$ cat config.mk
export PLATFORM = sky130hd
export DESIGN_NAME = mux_rr_arbiter
export DESIGN_NICKNAME = d
export VERILOG_FILES = /design/src/rtl/mux_rr_arbiter.sv
export SDC_FILE = /design/constraint.sdc
export NUM_CORES = 1
export LEC_CHECK = 0
export ABC_AREA = 1
export CELL_PAD_IN_SITES_DETAIL_PLACEMENT = 1
export CELL_PAD_IN_SITES_GLOBAL_PLACEMENT = 1
export CORE_MARGIN = 2
export CORE_UTILIZATION = 29
export CTS_CLUSTER_DIAMETER = 50
export DETAILED_ROUTE_END_ITERATION = 12
export PLACE_DENSITY_LB_ADDON = 0.25
export RECOVER_POWER = 100
export SYNTH_ARGS = -nofsm -noshare
export SYNTH_HDL_FRONTEND = slang
export SYNTH_SLANG_ARGS = --single-unit
$ cat constraint.sdc
create_clock -name clk -period 2.1 [get_ports clk]
set_input_delay 0.63 -clock clk [delete_from_list [all_inputs] [get_ports clk]]
set_output_delay 0.63 -clock clk [all_outputs]
set_load 0.1 [all_outputs]
$ cat src/rtl/mux_rr_arbiter.sv
// Round-robin arbiter that shares one 2:1 data mux between requesters A and B.
// Latency: 1 cycle to grant from IDLE, then 1 cycle from accept to out_valid, 1 beat/cycle sustained.
// Backpressure: readies open only when the output slot is empty or draining; out_ready never reaches out_* combinationally.
module mux_rr_arbiter #(
  parameter int WIDTH     = 8,
  parameter int BURST_MAX = 4
) (
  input  logic             clk,
  input  logic             rst,
  input  logic             a_valid,
  output logic             a_ready,
  input  logic [WIDTH-1:0] a_data,
  input  logic             b_valid,
  output logic             b_ready,
  input  logic [WIDTH-1:0] b_data,
  output logic             out_valid,
  input  logic             out_ready,
  output logic [WIDTH-1:0] out_data,
  output logic             sel,
  output logic             busy
);

  // Burst counter only has to hold 0..BURST_MAX-1; keep at least one bit.
  localparam int CNT_W = (BURST_MAX > 1) ? $clog2(BURST_MAX) : 1;
  localparam logic [CNT_W-1:0] CNT_LAST = CNT_W'(BURST_MAX - 1);

  localparam logic [1:0] IDLE    = 2'd0;
  localparam logic [1:0] SERVE_A = 2'd1;
  localparam logic [1:0] SERVE_B = 2'd2;

  logic [1:0]       state;
  logic [1:0]       state_nxt;
  logic [CNT_W-1:0] cnt;
  logic [CNT_W-1:0] cnt_nxt;
  logic             ptr;       // 0 = A has priority on a tie, 1 = B
  logic             ptr_nxt;
  logic             sel_nxt;
  logic             slot_free;
  logic             a_acc;
  logic             b_acc;
  logic             x_acc;
  logic             serving_b;
  logic             x_valid;
  logic             y_valid;
  logic [WIDTH-1:0] mux_data;

  // Handshake readies: the granted side may push whenever the output slot can take a beat.
  always_comb begin
    slot_free = !out_valid || out_ready;
    a_ready   = (state == SERVE_A) && slot_free;
    b_ready   = (state == SERVE_B) && slot_free;
    a_acc     = a_valid && a_ready;
    b_acc     = b_valid && b_ready;
    x_acc     = a_acc || b_acc;
    serving_b = (state == SERVE_B);
    x_valid   = serving_b ? b_valid : a_valid;
    y_valid   = serving_b ? a_valid : b_valid;
    mux_data  = sel ? b_data : a_data;
    busy      = (state != IDLE);
  end

  // Grant FSM: pick a side from IDLE, then hand over at a burst boundary or when the owner goes quiet.
  always_comb begin
    state_nxt = state;
    cnt_nxt   = cnt;
    ptr_nxt   = ptr;
    case (state)
      IDLE: begin
        cnt_nxt = '0;
        if (a_valid && b_valid) begin
          state_nxt = ptr ? SERVE_B : SERVE_A;
        end else if (a_valid) begin
          state_nxt = SERVE_A;
        end else if (b_valid) begin
          state_nxt = SERVE_B;
        end
      end
      SERVE_A, SERVE_B: begin
        if (x_acc && (cnt == CNT_LAST)) begin
          // Burst limit reached: hand over only if the other side is waiting.
          cnt_nxt = '0;
          if (y_valid) begin
            state_nxt = serving_b ? SERVE_A : SERVE_B;
            ptr_nxt   = !serving_b;
          end
        end else if (!x_valid) begin
          // Owner ran dry: the other side gets priority next regardless.
          cnt_nxt   = '0;
          ptr_nxt   = !serving_b;
          state_nxt = y_valid ? (serving_b ? SERVE_A : SERVE_B) : IDLE;
        end else if (x_acc) begin
          cnt_nxt = cnt + 1'b1;
        end
      end
      default: begin
        state_nxt = IDLE;
        cnt_nxt   = '0;
      end
    endcase
  end

  // Mux select follows the grant and keeps the last owner while idle.
  always_comb begin
    sel_nxt = sel;
    if (state_nxt == SERVE_A) begin
      sel_nxt = 1'b0;
    end else if (state_nxt == SERVE_B) begin
      sel_nxt = 1'b1;
    end
  end

  // Control state registers.
  always_ff @(posedge clk) begin
    if (rst) begin
      state <= IDLE;
      cnt   <= '0;
      ptr   <= 1'b0;
      sel   <= 1'b0;
    end else begin
      state <= state_nxt;
      cnt   <= cnt_nxt;
      ptr   <= ptr_nxt;
      sel   <= sel_nxt;
    end
  end

  // Output slot: load on accept, empty when drained, hold under backpressure.
  always_ff @(posedge clk) begin
    if (rst) begin
      out_valid <= 1'b0;
      out_data  <= '0;
    end else if (x_acc) begin
      out_valid <= 1'b1;
      out_data  <= mux_data;
    end else if (out_ready) begin
      out_valid <= 1'b0;
    end
  end

endmodule

* Yosys cells after proc, flatten, opt, wreduce, memory -nomap -nowiden *
Cells that the tools add are included.

storage, ports and cells
  register bits = 15
  latch bits = 0
  RAM bits = 0
  memory bits (read-only) = 0
  output and inout port bits = 13
  memories = 0

cells by class
  add/sub/neg operators = 1
  multipliers = 0
  div/mod/pow operators = 0
  $lt $le $gt $ge = 0
  eq/ne operators = 7
  shift-type cells = 0
  multiplexer cells = 18
  bitwise operators = 2
  reduce and logical (&&, ||, !) cells = 17

operators by type and width
  operator                                       number
  2-to-1 mux 2 bit                               9
  2-to-1 mux 8 bit                               1
  2-to-1 mux 1 bit                               7
  == test 2 bit, second input constant           3
  logical AND 1 bit                              6
  == test 2 x 1 -> 1 bit, second input constant  2
  one-hot mux 2 bit (2 select lines)             1
  nonzero test 2 bit                             2
  OR reduction 2 bit                             2
  OR reduction 4 bit                             1
  AND reduction 3 bit                            1
  adder 2 x 1 -> 2 bit, second input constant    1
  logical NOT 1 bit                              2
  logical NOT 2 bit                              1
  logical OR 1 bit                               2
  != test 2 x 1 -> 1 bit, second input constant  1
  != test 2 bit, second input constant           1
  NOT 1 bit                                      2

* Logic depth before layout (Yosys ltp) *
Gate-level depths: netlist of the first run.

  depth in word-level cells = 10
  gate-level depth with buffers = 14
  gate-level depth less buffers = 14

* Worst setup path after synthesis of the first run *
OpenSTA, ideal clock, no wires.

  path type = reg-to-output
  from = reg out_valid
  to = out a_ready
  arrival = 2281 ps
  required time = 1470 ps
  slack = -811 ps
  stages on the path, launching flop included = 4
  path buffers = 0
  cell sequence = dfxtp_1 nand2_1 inv_1 nor2_1

between the ends
  word-level cells in the longest chain between the ends = 3

ends and longest elaborated chain
  what                      line  text
  start: declaration        16    output logic out_valid,
  start signal: assignment  130   out_valid <= 1'b0;
  start signal: assignment  133   out_valid <= 1'b1;
  start signal: assignment  136   out_valid <= 1'b0;
  logical NOT 1 bit         49    slot_free = !out_valid || out_ready;
  logical OR 1 bit          49
  logical AND 1 bit         50    a_ready = (state == SERVE_A) && slot_free;
  end: declaration          11    output logic a_ready,

Every way passes these cells.

* Worst setup path in the final report of the first run *
  from = reg state[1]
  to = out a_ready

between the ends
  word-level cells in the longest chain between the ends = 2

ends and longest elaborated chain
  what                      line  text
  start: declaration        31    logic [1:0] state;
  start signal: assignment  120   state <= state_nxt;
  == test 2 x 1 -> 1 bit    50
  logical AND 1 bit         50

Every way passes these cells.

==> report_table.html, run 1 <==
<table>
<tr><th>Metric</th><th>Value</th></tr>
<tr><th colspan="2">CTS</th></tr>
<tr><td>CTS tree</td><td>yes</td></tr>
<tr><td>Clock Pin Slew Worst Setup and Hold Paths</td><td>0.10 ns</td></tr>
<tr><td>H-tree depth</td><td>1</td></tr>
<tr><td>Hold_buf cts</td><td>0</td></tr>
<tr><td>Number of buffers between clock root and the deepest sink</td><td>2</td></tr>
<tr><td>Num CTS Buffers</td><td>3</td></tr>
<tr><td>Number of sinks driven by the clock tree</td><td>15</td></tr>
<tr><td>Root buffer cell</td><td>sky130_fd_sc_hd__clkbuf_4</td></tr>
<tr><td>Clk Latency, worst-skew pair</td><td>approximately 0.30 ns</td></tr>
<tr><th colspan="2">Setup path</th></tr>
<tr><td>Startpoint class of the critical path</td><td>flop</td></tr>
<tr><td>Category of the worst setup path capture point</td><td>output port</td></tr>
<tr><td>Top cell by count, worst path</td><td>sky130_fd_sc_hd__inv_1</td></tr>
<tr><td>Largest fanout on the critical path</td><td>5</td></tr>
<tr><td>Combined buffer and inverter count along the critical path</td><td>3</td></tr>
<tr><td>Crit-path max cell delay</td><td>approximately 0.35 ns</td></tr>
<tr><td>Sequence of cells on the critical path</td><td>inv_1 &gt; ha_1 &gt; inv_1 &gt; nor2_4 &gt; buf_12</td></tr>
<tr><td>Required time of the critical path</td><td>1.47 ns</td></tr>
<tr><td>Top Family by Delay on Critical Path</td><td>buffers and inverters</td></tr>
<tr><td>Critical path's slowest cell</td><td>sky130_fd_sc_hd__dfxtp_1</td></tr>
<tr><td>Worst setup path class</td><td>reg2out</td></tr>
<tr><td>Critical path arrival</td><td>1.36 ns</td></tr>
<tr><th colspan="2">Status</th></tr>
<tr><td>Status</td><td>finished, final reports clean</td></tr>
<tr><th colspan="2">Timing</th></tr>
<tr><td>Final setup skew</td><td>0.00782 ns</td></tr>
<tr><td>Fmax</td><td>502 MHz</td></tr>
<tr><td>Final Max Slew Viols</td><td>0</td></tr>
<tr><td>Minimum clock period</td><td>1.99 ns</td></tr>
<tr><td>Finish-stage setup viols</td><td>0</td></tr>
<tr><td>Slew of the pin with the lowest slew margin</td><td>0.560 ns</td></tr>
<tr><td>Relative slew margins</td><td>62.9%</td></tr>
<tr><td>Final hold vios</td><td>0</td></tr>
<tr><td>Setup repair after global routing missed its margin</td><td>false</td></tr>
<tr><td>Worst hold slack</td><td>0.488 ns</td></tr>
<tr><td>Part of the cycle the worst path needs</td><td>between 90% and 100%</td></tr>
<tr><th colspan="2">Worst hold path</th></tr>
<tr><td>Hold/Removal Path Class</td><td>reg2reg</td></tr>
<tr><th colspan="2">Layout</th></tr>
<tr><td>Commonest cells after routing, fill and taps aside</td><td>30 x sky130_fd_sc_hd__nand2_1, 22 x sky130_fd_sc_hd__inv_1, 21 x sky130_fd_sc_hd__a21oi_1</td></tr>
<tr><td>Final Instance Area</td><td>around 1300 sq um</td></tr>
<tr><td>Fraction of final layout cells sized beyond drive strength 1</td><td>a little under a fifth</td></tr>
<tr><td>Post-layout util</td><td>43.7%</td></tr>
<tr><td>Final layout net count</td><td>205</td></tr>
<tr><td># diodes</td><td>0</td></tr>
<tr><td>Fill cell count</td><td>403</td></tr>
<tr><td>Most common cell after layout, fill and taps aside</td><td>sky130_fd_sc_hd__nand2_1</td></tr>
<tr><td>Synth-to-layout area growth</td><td>46.8%</td></tr>
<tr><th colspan="2">Die</th></tr>
<tr><td>Core area</td><td>about 3000 sq um</td></tr>
<tr><td>Number of core rows</td><td>20</td></tr>
<tr><td>Horizontal die dimension</td><td>between 50 and 60 um</td></tr>
<tr><td>Area of the die</td><td>about 3500 sq um</td></tr>
<tr><td>Initial core utilization</td><td>29.8%</td></tr>
<tr><td>IO Count</td><td>34</td></tr>
<tr><td>Die Height</td><td>59.3 um</td></tr>
<tr><th colspan="2">Synthesis</th></tr>
<tr><td>Leading post-synthesis cells by cell area</td><td>sky130_fd_sc_hd__dfxtp_1 34%, sky130_fd_sc_hd__nand2_1 12%, sky130_fd_sc_hd__a21oi_1 12%, sky130_fd_sc_hd__inv_1 10%, sky130_fd_sc_hd__nor2_1 7.2%</td></tr>
<tr><td>Share of synthesized area occupied by flip-flops and latches</td><td>between 30% and 40%</td></tr>
<tr><td>Syn Std Cell Area</td><td>between 800 and 900 sq um</td></tr>
<tr><td>Yosys top cell area share</td><td>33.9%</td></tr>
<tr><td>Distinct cell type count of the synthesized netlist</td><td>16</td></tr>
<tr><td>Synth Area per Inst</td><td>roughly 6.5 sq um</td></tr>
<tr><td>Count of mapped cells out of synthesis</td><td>137</td></tr>
<tr><td>Number of warning messages in the yosys log</td><td>0</td></tr>
<tr><td>Flops &amp; latches, synth</td><td>15</td></tr>
<tr><td>Synthesized net count</td><td>163</td></tr>
<tr><td>Largest area contributor in the synthesized netlist</td><td>sky130_fd_sc_hd__dfxtp_1</td></tr>
<tr><th colspan="2">Route</th></tr>
<tr><td>Via Count</td><td>about 1k</td></tr>
<tr><td>WL/cell</td><td>12.5 um</td></tr>
<tr><td>DRT Wirelength</td><td>2630 um</td></tr>
<tr><td>Mean number of vias per cell</td><td>4.83</td></tr>
<tr><td>Count of routing violations after the opening detailed-route iteration</td><td>20</td></tr>
<tr><td>TritonRoute pass-1 iters</td><td>4</td></tr>
<tr><td>Remaining routing DRC violations</td><td>0</td></tr>
<tr><td>Final antenna-violating net count</td><td>0</td></tr>
<tr><th colspan="2">GRT</th></tr>
<tr><td>Overall routing resource usage</td><td>17.5%</td></tr>
<tr><td>GRT Residual Overflow</td><td>0</td></tr>
<tr><td>Antenna violations before repair</td><td>0</td></tr>
<tr><td>Wire length of the first global-routing pass</td><td>4620 um</td></tr>
<tr><td>Largest net degree at the start of global routing</td><td>18</td></tr>
<tr><td>Via count of the first global-routing pass</td><td>1,035</td></tr>
<tr><th colspan="2">Place</th></tr>
<tr><td>I/O Buffers</td><td>33</td></tr>
<tr><td>Instance area at placement</td><td>1440 sq um</td></tr>
<tr><td>GP Congestion</td><td>around 0.80</td></tr>
<tr><td>DP HPWL</td><td>2160 um</td></tr>
<tr><th colspan="2">Pwr</th></tr>
<tr><td>Power Density</td><td>1030 nW/um^2</td></tr>
<tr><td>Leakage dissipation</td><td>0.000652 uW</td></tr>
<tr><td>Largest vdd supply drop</td><td>~500 uV</td></tr>
<tr><th colspan="2">Run</th></tr>
<tr><td>Maximum capacitance violations</td><td>0</td></tr>
</table>
[cell families (layout without fill, tap and decap cells)]
group	count (synthesis)	count (layout)	synth area share, %
AND/OR/NAND/NOR	58	58	28.1
adder cells (fa/ha/maj)	5	5	7.05
buffers and inverters	27	68	12.7
AO/OA/AOI/OAI	32	32	18.3
flip-flops	15	15	33.9
[per-stage QoR]
stage	TNS, ns	setup slack, ns	total power, uW	std cells
detailed placement	-0.341	-0.106	1320	206
global placement	-0.154	-0.0772	1290	206
floorplan	0	0.0770	965	137
global route	0	0.0107	1430	211
CTS	0	0.0545	1500	211
finish	0	0.106	1340	211
[final cells by class]
type | instances | area, sq um | area share (%)
inverter | 24 | 90.1 | 6.92
sequential | 15 | 303 | 23.2
tap | 33 | 41.3 | 3.17
multi-input combinational | 95 | 482 | 37.0
clock buffer | 4 | 26.3 | 2.02
timing repair buffer | 40 | 360 | 27.7
[repair_timing]
action,in CTS,in global routing
gates resized for setup,4,1
pin swaps,1,0
buffers inserted,1,0
setup endpoints to repair,2,1
[Yosys cell counts (all sizes together)]
cell type / n
nand2: 32
inv: 24
a21oi: 21
nor2: 18
dfxtp: 15
o21ai: 10
nand3: 7
ha: 5
clkbuf: 2
buf: 1
o211ai: 1
or2: 1
[layer usage]
metal  up-vias  share of wire [%]  track usage (%)
met5         -                  0                0
met1       475                 40             18.6
li1        515                  -                -
met3         5                5.4             4.59
met2        25                 52             31.6
met4         0                2.1             8.77
[power breakdown]
| part | switching, uW | internal [uW] | leakage [uW] |
|---|---|---|---|
| sequential | 29.4 | 333 | 0.000123 |
| combinational | 588 | 215 | 0.000514 |
| clock | 100 | 74.0 | 0.0000150 |
| total | 718 | 622 | 0.000652 |
[worst paths after layout]
path	start	to	slack, ns	cells past startpoint
max	state[1]	a_ready	0.11	5
min	cnt[1]	cnt[1]	0.49	2
max reg2reg	state[0]	sel	0.40	14
min reg2reg	cnt[1]	cnt[1]	0.49	2
[registers in the layout, indices dropped and copies added, names as in the netlist]
signal / count
cnt: 2
out_data: 8
out_valid: 1
ptr: 1
sel: 1
state: 2
[tightest hold or removal path, cell delays in order (launching register included)]
cell	delay, ns
sky130_fd_sc_hd__dfxtp_1	0.33
sky130_fd_sc_hd__nand2_1	0.07
sky130_fd_sc_hd__a21oi_1	0.05
(Power assumes the default switching activity.)
==> run 2, diff against run 1 <==
PLACE_DENSITY = 0.8   (was unset)
PLACE_DENSITY_LB_ADDON = unset   (was 0.25)
SLEW_MARGIN = 20   (was unset)
==> run 2 against run 1 <==
Sequential cell count is the same. Clock power is 5% lower. Sequential share of layout area increased by 0.25 points. Global-route usage decreased by 0.83 points. First-iteration DRC count is 35% lower. Routed wire length shrank 5.3%. Via count is 1.3% lower. Critical path depth did not move.
==> report_table.html, run 2 (synthesis results as in run 1) <==
<table>
<tr><th>Metric</th><th>Value</th></tr>
<tr><th colspan="2">Status</th></tr>
<tr><td>Status</td><td>finished, final reports clean (unchanged)</td></tr>
<tr><th colspan="2">Pwr</th></tr>
<tr><td>Leakage dissipation</td><td>0.000646 uW (was 0.000652 uW)</td></tr>
<tr><td>Largest vdd supply drop</td><td>500 uV (was 497 uV)</td></tr>
<tr><td>Power Density</td><td>1010 nW/um^2 (was 1030 nW/um^2)</td></tr>
<tr><th colspan="2">Route</th></tr>
<tr><td>DRT Wirelength</td><td>2490 um (was 2630 um)</td></tr>
<tr><td>Mean number of vias per cell</td><td>4.80 (was 4.83)</td></tr>
<tr><td>Final antenna-violating net count</td><td>0 (unchanged)</td></tr>
<tr><td>Remaining routing DRC violations</td><td>0 (unchanged)</td></tr>
<tr><td>Via Count</td><td>1,007 (was 1,020)</td></tr>
<tr><td>TritonRoute pass-1 iters</td><td>4 (unchanged)</td></tr>
<tr><td>WL/cell</td><td>11.9 um (was 12.5 um)</td></tr>
<tr><td>Count of routing violations after the opening detailed-route iteration</td><td>13 (was 20)</td></tr>
<tr><th colspan="2">Timing</th></tr>
<tr><td>Final Max Slew Viols</td><td>0 (unchanged)</td></tr>
<tr><td>Relative slew margins</td><td>62.9% (about the same)</td></tr>
<tr><td>Fmax</td><td>504 MHz (was 502 MHz)</td></tr>
<tr><td>Final setup skew</td><td>0.00514 ns (was 0.00782 ns)</td></tr>
<tr><td>Final hold vios</td><td>0 (unchanged)</td></tr>
<tr><td>Worst hold slack</td><td>0.480 ns (was 0.488 ns)</td></tr>
<tr><td>Setup repair after global routing missed its margin</td><td>false (unchanged)</td></tr>
<tr><td>Worst Slack Setup Final</td><td>0.116 ns (was 0.106 ns)</td></tr>
<tr><td>Minimum clock period</td><td>1.98 ns (was 1.99 ns)</td></tr>
<tr><td>Slew of the pin with the lowest slew margin</td><td>0.559 ns (was 0.560 ns)</td></tr>
<tr><td>Part of the cycle the worst path needs</td><td>94.5% (was 94.9%)</td></tr>
<tr><td>Finish-stage setup viols</td><td>0 (unchanged)</td></tr>
<tr><th colspan="2">GRT</th></tr>
<tr><td>Antenna violations before repair</td><td>0 (unchanged)</td></tr>
<tr><td>Via count of the first global-routing pass</td><td>1,077 (was 1,035)</td></tr>
<tr><td>GRT Residual Overflow</td><td>0 (unchanged)</td></tr>
<tr><td>Wire length of the first global-routing pass</td><td>4500 um (was 4620 um)</td></tr>
<tr><td>Overall routing resource usage</td><td>16.7% (was 17.5%)</td></tr>
<tr><td>Largest net degree at the start of global routing</td><td>18 (unchanged)</td></tr>
<tr><th colspan="2">Place</th></tr>
<tr><td>Pre-CTS setup slack</td><td>-0.113 ns (was -0.106 ns)</td></tr>
<tr><td>I/O Buffers</td><td>33 (unchanged)</td></tr>
<tr><td>GP Congestion</td><td>0.845 (was 0.804)</td></tr>
<tr><td>DP HPWL</td><td>2080 um (was 2160 um)</td></tr>
<tr><td>Instance area at placement</td><td>1430 sq um (was 1440 sq um)</td></tr>
<tr><th colspan="2">Worst hold path</th></tr>
<tr><td>Number of cells traversed by the worst hold path</td><td>2 (unchanged)</td></tr>
<tr><td>Critical hold path startpoint</td><td>ptr (was cnt[1])</td></tr>
<tr><td>End point of the most critical hold path</td><td>ptr (was cnt[1])</td></tr>
<tr><td>Hold/Removal Path Class</td><td>reg2reg (unchanged)</td></tr>
<tr><th colspan="2">CTS</th></tr>
<tr><td>Num CTS Buffers</td><td>3 (unchanged)</td></tr>
<tr><td>Number of buffers between clock root and the deepest sink</td><td>2 (unchanged)</td></tr>
<tr><td>Number of sinks driven by the clock tree</td><td>15 (unchanged)</td></tr>
<tr><td>CTS tree</td><td>yes (unchanged)</td></tr>
<tr><td>Clock Pin Slew Worst Setup and Hold Paths</td><td>0.09 ns (was 0.10 ns)</td></tr>
<tr><td>Hold_buf cts</td><td>0 (unchanged)</td></tr>
<tr><td>H-tree depth</td><td>1 (unchanged)</td></tr>
<tr><td>Root buffer cell</td><td>sky130_fd_sc_hd__clkbuf_4 (unchanged)</td></tr>
<tr><td>Clk Latency, worst-skew pair</td><td>0.29 ns (was 0.30 ns)</td></tr>
<tr><th colspan="2">Setup path</th></tr>
<tr><td>Sequence of cells on the critical path</td><td>inv_1 &gt; ha_1 &gt; inv_1 &gt; nor2_4 &gt; buf_8 (was inv_1 &gt; ha_1 &gt; inv_1 &gt; nor2_4 &gt; buf_12)</td></tr>
<tr><td>Combined buffer and inverter count along the critical path</td><td>3 (unchanged)</td></tr>
<tr><td>Critical path arrival</td><td>1.35 ns (was 1.36 ns)</td></tr>
<tr><td>Crit-path max cell delay</td><td>0.34 ns (was 0.35 ns)</td></tr>
<tr><td>Top cell by count, worst path</td><td>sky130_fd_sc_hd__inv_1 (unchanged)</td></tr>
<tr><td>Worst r2r path cells</td><td>10 (was 14)</td></tr>
<tr><td>Critical path's slowest cell</td><td>sky130_fd_sc_hd__dfxtp_1 (unchanged)</td></tr>
<tr><td>Required time of the critical path</td><td>1.47 ns (about the same)</td></tr>
<tr><td>Worst setup path class</td><td>reg2out (unchanged)</td></tr>
<tr><td>Internal reg-to-reg setup slack</td><td>0.37 ns (was 0.40 ns)</td></tr>
<tr><td>Largest fanout on the critical path</td><td>5 (unchanged)</td></tr>
<tr><td>Origin of the critical flop-to-flop path</td><td>state[0] (unchanged)</td></tr>
<tr><td>Critical register-to-register path endpoint</td><td>out_data[5] (was sel)</td></tr>
<tr><td>Category of the worst setup path capture point</td><td>output port (unchanged)</td></tr>
<tr><td>Startpoint class of the critical path</td><td>flop (unchanged)</td></tr>
<tr><td>Top Family by Delay on Critical Path</td><td>buffers and inverters (unchanged)</td></tr>
<tr><th colspan="2">Layout</th></tr>
<tr><td>Final Instance Area</td><td>1290 sq um (was 1300 sq um)</td></tr>
<tr><td>Fill cell count</td><td>414 (was 403)</td></tr>
<tr><td>Post-layout util</td><td>43.3% (was 43.7%)</td></tr>
<tr><td>Fraction of final layout cells sized beyond drive strength 1</td><td>19.2% (was 18.5%)</td></tr>
<tr><td>Max reg flops</td><td>8 (unchanged)</td></tr>
<tr><td>Most common cell after layout, fill and taps aside</td><td>sky130_fd_sc_hd__nand2_1 (unchanged)</td></tr>
<tr><td>Final layout net count</td><td>204 (was 205)</td></tr>
<tr><td>Commonest cells after routing, fill and taps aside</td><td>29 x sky130_fd_sc_hd__nand2_1, 22 x sky130_fd_sc_hd__inv_1, 21 x sky130_fd_sc_hd__a21oi_1 (was 30 x sky130_fd_sc_hd__nand2_1, 22 x sky130_fd_sc_hd__inv_1, 21 x sky130_fd_sc_hd__a21oi_1)</td></tr>
<tr><td>Synth-to-layout area growth</td><td>45.3% (was 46.8%)</td></tr>
<tr><td>Register with the highest flop count</td><td>out_data (unchanged)</td></tr>
<tr><td>Largest registers</td><td>out_data x8, cnt x2, state x2 (unchanged)</td></tr>
<tr><td># diodes</td><td>0 (unchanged)</td></tr>
<tr><th colspan="2">Die</th></tr>
<tr><td>Horizontal die dimension</td><td>59.3 um (unchanged)</td></tr>
<tr><td>Initial core utilization</td><td>29.8% (unchanged)</td></tr>
<tr><td>Die Height</td><td>59.3 um (unchanged)</td></tr>
<tr><td>Number of core rows</td><td>20 (unchanged)</td></tr>
<tr><td>Core area</td><td>2980 sq um (unchanged)</td></tr>
<tr><td>Area of the die</td><td>3520 sq um (unchanged)</td></tr>
<tr><td>IO Count</td><td>34 (unchanged)</td></tr>
<tr><th colspan="2">Run</th></tr>
<tr><td>Maximum capacitance violations</td><td>0 (unchanged)</td></tr>
</table>
==> run 2: worst max path at each step <==
stage	end	startpoint	slack (ns)	cells after the start
after detailed placement	b_ready	out_ready	-0.11	6
final	a_ready	state[1]	0.12	5
after floorplan	a_ready	out_ready	0.08	4
after global placement	b_ready	out_ready	-0.09	6
after global routing	sel	a_valid	0.02	12
after CTS	b_ready	state[0]	0.08	5
==> run 2: layout make-up <==
type	count	area, sq um	share of cell area (%)
clock buffers	3	22.5	1.75
multi-input cells	95	484	37.6
inverters	24	92.6	7.18
repair buffers	39	340	26.4
well taps	33	41.3	3.20
clock inverters	1	5.00	0.388
flip-flops and latches	15	303	23.5
==> run 2: tightest hold or removal path: cells and delay by family (launching register included) <==
family          cells  cell delay [ns]
simple gates        1             0.06
flops               1             0.33
compound gates      1             0.05
==> run 2: per-stage QoR <==
stage,instances,total power [uW],TNS (ns)
2_1_floorplan,137,965,0
3_3_place_gp,205,1290,-0.182
3_5_place_dp,205,1310,-0.283
4_1_cts,210,1490,0
5_1_grt,210,1400,0
6_report,210,1310,0
==> run 2: timing repair <==
action                                  4_1_cts  5_1_grt
gates resized for setup                       5        1
pin swaps                                     1        0
endpoints found under the setup margin        2        1
buffers inserted                              1        0
==> run 2: power by group <==
part / internal (uW) / total (uW) / switching, uW
Clock: 70.9 / 165 / 94.0
Sequential: 333 / 363 / 30.1
Combinational: 201 / 779 / 578
Total: 605 / 1310 / 702
==> run 2: metal layers <==
| layer | up-vias | part of all wire, % | global-route usage (%) |
|---|---|---|---|
| li1 | 511 | - | - |
| met1 | 459 | 37 | 16.2 |
| met2 | 32 | 54 | 32.3 |
| met3 | 5 | 7.5 | 5.02 |
| met4 | 0 | 1.4 | 6.49 |
| met5 | - | 0 | 0 |
